[config.mk]
export PLATFORM = sky130hd
export DESIGN_NAME = fmc_adc_lvds_stim
export DESIGN_NICKNAME = d
export VERILOG_FILES = /design/src/rtl/fmc_adc_lvds_stim.sv
export SDC_FILE = /design/constraint.sdc
export NUM_CORES = 1
export LEC_CHECK = 0
export ABC_AREA = 1
export CAP_MARGIN = 20
export CORE_UTILIZATION = 29
export CTS_BUF_LIST = sky130_fd_sc_hd__clkbuf_8
export DETAILED_ROUTE_END_ITERATION = 8
export GPL_TIMING_DRIVEN = 0
export PLACE_DENSITY = 0.56
export SLEW_MARGIN = 25
export SYNTH_ARGS = -nofsm -noshare
export SYNTH_HDL_FRONTEND = slang
export SYNTH_SLANG_ARGS = --single-unit
[constraint.sdc]
create_clock -name clk_i -period 2.27 [get_ports clk_i]
set_input_delay 0.227 -clock clk_i [delete_from_list [all_inputs] [get_ports clk_i]]
set_output_delay 0.227 -clock clk_i [all_outputs]
set_load 0.01 [all_outputs]
[src/rtl/fmc_adc_lvds_stim.sv]
// fmc_adc_lvds_stim
// RTL stimulus model of an FMC ADC serial LVDS interface: DCO, FR and
// per-channel data lanes, all produced from a single bit-rate clock.
// Data and DCO are edge-aligned; any skew is added by the surrounding bench.
//
// Sample sources (mode_i): 0 constant, 1 ramp, 2 external handshake,
// 3 checkerboard test pattern when FMC_ADC_LVDS_STIM_TESTPAT_EN is defined,
// otherwise identical to mode 0.
module fmc_adc_lvds_stim #(
  parameter int g_nchan         = 4,
  parameter int g_lanes         = 2,
  parameter int g_bits_per_lane = 8,
  parameter int g_sample_width  = 14
) (
  input  logic                                clk_i,
  input  logic                                rst_n_i,
  input  logic                                en_i,
  input  logic [1:0]                          mode_i,
  input  logic [g_sample_width-1:0]           const_i,
  input  logic [g_nchan*g_sample_width-1:0]   sample_i,
  input  logic                                sample_valid_i,
  output logic                                sample_ready_o,
  output logic                                dco_o,
  output logic                                fr_o,
  output logic [g_nchan*g_lanes-1:0]          out_o,
  output logic [31:0]                         frame_cnt_o,
  output logic                                underrun_o
);

  localparam int F   = g_bits_per_lane;
  localparam int S   = g_sample_width;
  localparam int W   = g_lanes * g_bits_per_lane;
  localparam int BCW = (F > 1) ? $clog2(F) : 1;

  typedef enum logic {
    ST_IDLE = 1'b0,
    ST_RUN  = 1'b1
  } state_t;

  state_t         state_reg;
  logic [BCW-1:0] bit_cnt_reg;
  logic           dco_reg;
  logic           fr_reg;
  logic [31:0]    frame_cnt_reg;
  logic           underrun_reg;

  logic entering;
  logic last_bit;
  logic load_now;
  logic ext_mode;

  genvar gi;

  // A frame word is loaded either on the enable cycle in IDLE or on the
  // last bit of a running frame when the run continues.
  assign entering = (state_reg == ST_IDLE) && en_i;
  assign last_bit = (state_reg == ST_RUN) && (bit_cnt_reg == BCW'(F - 1));
  assign load_now = entering || (last_bit && en_i);
  assign ext_mode = (mode_i == 2'd2);

  // Ready marks the only cycles on which an external sample set is taken.
  assign sample_ready_o = rst_n_i && load_now && ext_mode;

  assign dco_o       = dco_reg;
  assign fr_o        = fr_reg;
  assign frame_cnt_o = frame_cnt_reg;
  assign underrun_o  = underrun_reg;

`ifdef FMC_ADC_LVDS_STIM_TESTPAT_EN
  logic         pat_phase_reg;
  logic         pat_phase;
  logic [S-1:0] pat_word;

  // Phase 0 gives ...1010 (odd bits set); the first frame after entry uses phase 0.
  assign pat_phase = entering ? 1'b0 : pat_phase_reg;
  for (gi = 0; gi < S; gi++) begin : g_pat
    assign pat_word[gi] = ((gi % 2) == 1) ^ pat_phase;
  end

  // Checkerboard phase flips on every loaded frame and restarts on entry.
  always_ff @(posedge clk_i or negedge rst_n_i) begin
    if (!rst_n_i) begin
      pat_phase_reg <= 1'b0;
    end else if (entering) begin
      pat_phase_reg <= 1'b1;
    end else if (load_now) begin
      pat_phase_reg <= ~pat_phase_reg;
    end
  end
`endif

  // Frame sequencer: bit counter, DCO/FR generation, frame count, underrun flag.
  always_ff @(posedge clk_i or negedge rst_n_i) begin
    if (!rst_n_i) begin
      state_reg     <= ST_IDLE;
      bit_cnt_reg   <= '0;
      dco_reg       <= 1'b0;
      fr_reg        <= 1'b0;
      frame_cnt_reg <= '0;
      underrun_reg  <= 1'b0;
    end else begin
      case (state_reg)
        ST_IDLE: begin
          bit_cnt_reg   <= '0;
          frame_cnt_reg <= '0;
          if (en_i) begin
            state_reg    <= ST_RUN;
            dco_reg      <= 1'b1;
            fr_reg       <= 1'b1;
            underrun_reg <= ext_mode && !sample_valid_i;
          end else begin
            dco_reg      <= 1'b0;
            fr_reg       <= 1'b0;
            underrun_reg <= 1'b0;
          end
        end
        ST_RUN: begin
          if (last_bit) begin
            bit_cnt_reg <= '0;
            if (en_i) begin
              dco_reg       <= ~dco_reg;
              fr_reg        <= 1'b1;
              frame_cnt_reg <= frame_cnt_reg + 32'd1;
              underrun_reg  <= underrun_reg | (ext_mode && !sample_valid_i);
            end else begin
              // Run ends only on a frame boundary; everything returns to zero.
              state_reg     <= ST_IDLE;
              dco_reg       <= 1'b0;
              fr_reg        <= 1'b0;
              frame_cnt_reg <= '0;
              underrun_reg  <= 1'b0;
            end
          end else begin
            bit_cnt_reg <= bit_cnt_reg + BCW'(1);
            dco_reg     <= ~dco_reg;
            fr_reg      <= (bit_cnt_reg + BCW'(1)) < BCW'(F / 2);
          end
        end
        default: begin
          state_reg <= ST_IDLE;
        end
      endcase
    end
  end

  for (gi = 0; gi < g_nchan; gi++) begin : g_chan
    logic [S-1:0]       held_reg;
    logic [S-1:0]       ramp_reg;
    logic [S-1:0]       ext_sample;
    logic [S-1:0]       sel_sample;
    logic [W-1:0]       word;
    logic [W-1:0]       sh_reg;
    logic [g_lanes-1:0] lane_reg;

    assign ext_sample = sample_i[gi*S +: S];

    // Source select and left-justification of the sample into the frame word.
    always_comb begin
      sel_sample = const_i;
      case (mode_i)
        2'd1:    sel_sample = ramp_reg;
        2'd2:    sel_sample = sample_valid_i ? ext_sample : held_reg;
`ifdef FMC_ADC_LVDS_STIM_TESTPAT_EN
        2'd3:    sel_sample = pat_word;
`endif
        default: sel_sample = const_i;
      endcase
      word = W'(sel_sample) << (W - S);
    end

    // Serialiser: each cycle the top g_lanes bits go out, lane 0 taking the MSB.
    always_ff @(posedge clk_i or negedge rst_n_i) begin
      if (!rst_n_i) begin
        held_reg <= '0;
        ramp_reg <= '0;
        sh_reg   <= '0;
        lane_reg <= '0;
      end else begin
        if (load_now) begin
          for (int l = 0; l < g_lanes; l++) lane_reg[l] <= word[W-1-l];
          sh_reg <= word << g_lanes;
          if (mode_i == 2'd1) ramp_reg <= ramp_reg + S'(1);
        end else if ((state_reg == ST_RUN) && !last_bit) begin
          for (int l = 0; l < g_lanes; l++) lane_reg[l] <= sh_reg[W-1-l];
          sh_reg <= sh_reg << g_lanes;
        end else begin
          lane_reg <= '0;
          sh_reg   <= '0;
        end
        if (load_now && ext_mode && sample_valid_i) held_reg <= ext_sample;
      end
    end

    assign out_o[gi*g_lanes +: g_lanes] = lane_reg;
  end

endmodule

==> run summary <==
Outcome = completed
Die width = 195.2 um
PwrDens = 932.4 mW/mm^2
CTS clock-pin slew for the worst setup and hold paths = 0.05 ns
DR vias/cell = 4.845
Clock Path Buffers = 3
Fin util = 36.83%
DRT iter0 DRCs = 670
Worst slew margin = 43.48%
Gpl congestion = 0.9149
Cell leakage power = 6.617 nW
Crit path DAT = 2.60 ns
Inserted Diodes = 0
Number of remaining DRC errors = 0
Global-route wire length before repair = 55.83 mm
Worst Skew = 0.01578 ns
Area Growth Syn to Fin = 24.84%
Yosys top cell by area = dfrtp_1
Row cnt = 70
CTS root buf = clkbuf_8
Top cell type's share of synthesized area = 47.85%
Synth Net Count = 1543
Core area = 0.03670 sq mm
Worst vdd ir = 334.1 uV
Startpoint types = primary input
Final hold vios = 0
Sequential cell area fraction in the yosys report = 47.85%
Initial core utilization = 29.50%
DRT Wirelength = 36.15 mm
Fin crit period = 2.184 ns
Post-Syn Area per Cell = 7.425 sq um
Final cycle utilization of the critical path = 96.22%
WS Path Type = in2reg
Finish-stage setup viols = 0
Clock sinks = 207
Vias = 10260
Worst R2R Path Depth = 11
Grt total ovfl = 0
Yosys cell types = 34
Initial antenna violation count = 0
Worst reg2reg setup slack = 0.16 ns
Yosys warns = 0
Later-pin clock latency in the skew report = 0.54 ns
ANT nets after route = 0
Gate Count Post-Synth = 1458
Crit Path Max Fanout = 10
Min-Delay Path Class = in2async
Max-slew violations = 0
Most frequent cell after synthesis = nand2_1
FF+latch count, synth = 207
Ys async rst share = 100.0%
GRT Util Overall = 18.96%
Hold_ws = 0.1910 ns
Mapped cell area = 0.01083 sq mm
Primary FF master, synth = dfrtp_1
Vias in the first global route = 9880
Total CTS buffers = 38
Critical path capture point type = flip-flop
R2r endpoint = g_chan[0].held_reg[2]$_DFFE_PN0P_
I/O pin total = 120
Port Buf Inserts = 119
Worst setup path start = mode_i[1]
EDFF count, synth = 0
NumNets Final = 1713
Die Span Y = 195.2 um
CP required = 2.68 ns
Top cells by area, synth = dfrtp_1, nand2_1, o21ai_0
Critical Path Sink = g_chan[2].lane_reg[1]$_DFF_PN0_
Post-DP HPWL = 26.63 mm
Die ar. = 0.03811 sq mm
CTS H-Tree Depth = 2
RSZ-0062 raised after global routing = false
Total power = 0.01260 W
Max Clock Freq = 0.4578 GHz
Layout cell share with drive strength beyond 1 = 6.848%
CTS tree = built
Worst-Margin Slew = 0.8389 ns
Worst r2r src = bit_cnt_reg[0]$_DFF_PN0_
First drt pass iteration count = 5
Post-synth top cells = nand2_1, dfrtp_1, o21ai_0, inv_1, a21oi_1
Max Cap Viol = 0
Routed len/inst = 17.07 um
Largest net degree at the start of global routing = 88
-- worst max-delay path: stages --
cell and delay, ns:
clkdlybuf4s50_1 0.55, inv_1 0.06, ha_1 0.18, buf_2 0.20, inv_1 0.27, clkbuf_1 0.49, o21ai_0 0.31, nand2_1 0.13
nand2_1 0.05, nand2_1 0.06, nand2_1 0.06
-- how the worst min path moves through the flow --
stage                     cells after the start                                end  slack [ns]
final                                         2  g_chan[1].held_reg[9]$_DFFE_PN0P_        0.19
after CTS                                     2  g_chan[2].held_reg[5]$_DFFE_PN0P_        0.18
after floorplan                               0           bit_cnt_reg[0]$_DFF_PN0_       -0.07
after global routing                          2  g_chan[2].held_reg[5]$_DFFE_PN0P_        0.21
after global placement                        1           bit_cnt_reg[0]$_DFF_PN0_        0.42
after detailed placement                      1  g_chan[1].held_reg[9]$_DFFE_PN0P_        0.16
-- per-layer routing --
metal / global-route usage, % / wire (um) / vias to the layer above / share of wire, %
li1: - / - / 4980 / -
met3: 3.040 / 2411 / 69 / 6.7
met1: 25.96 / 16160 / 4868 / 45
met2: 30.66 / 16610 / 343 / 46
met5: 1.149 / 56 / - / 0.15
met4: 5.512 / 913 / 2 / 2.5
-- per-stage QoR --
stage | worst slack [ns] | setup TNS (ns) | cell area, sq um | cells
final | 0.08575 | 0 | 13510 | 2118
after global routing | 0.005996 | 0 | 13510 | 2118
after CTS | 0.007714 | 0 | 13460 | 2114
after detailed placement | -0.5190 | -17.06 | 12660 | 2047
after global placement | -8.341 | -1746.65 | 12600 | 2045
after floorplan | 0.5838 | 0 | 10830 | 1458
-- timing repair --
action | CTS | global route
buffers inserted | 4 | 3
hold buffers | 1 | 0
hold endpoints to repair | 42 | 0
endpoints found under the setup margin | 10 | 35
gates cloned | 0 | 1
gates resized for setup | 18 | 8
pin swaps | 1 | 2
-- layout make-up --
cell class / count / area [sq um]
Multi-Input combinational cell: 1032 / 4810
Timing Repair Buffer: 130 / 1334
Clock buffer: 46 / 633.1
Clock inverter: 16 / 65.06
Fill cell: 3898 / 23180
Inverter: 156 / 595.6
Buffer: 63 / 311.5
Sequential cell: 207 / 5180
Tap cell: 468 / 585.6
-- kinds of logic (layout without fill, tap and decap cells) --
family	after synthesis	count (layout)	synth area share, %
adders and majority gates	9	9	1.040
buffers and inverters	219	411	8.114
and+or+nand+nor	676	676	25.02
DFF	207	207	47.85
AOI/OAI and AO/OA	300	300	14.17
xor gates and xnor gates	47	47	3.803
-- cell usage in the layout (no fill, tap or decap), types with 2 or more instances in the layout --
master	n
clkbuf_1	20
buf_4	8
nand2_1	499
a21oi_1	90
clkbuf_2	5
buf_1	7
a21boi_0	7
inv_2	2
buf_2	28
buf_16	2
o21ai_0	177
dfrtp_1	207
a31oi_1	4
xnor2_1	2
clkbuf_8	46
nand2_8	2
ha_1	7
xor2_1	45
inv_1	166
nor3_1	24
nand3_1	41
o21ai_1	18
clkdlybuf4s50_1	117
nor2_1	85
nand4_1	14
nor2_2	4
buf_6	2
-- power breakdown --
group	total [W]	internal (W)	switching (W)
Sequential	0.00557	0.00479	0.000773
Combinational	0.00363	0.00152	0.00211
Clock	0.00340	0.00181	0.00159
Total	0.0126	0.00812	0.00448
No activity file was read; power rests on OpenSTA's default activity.
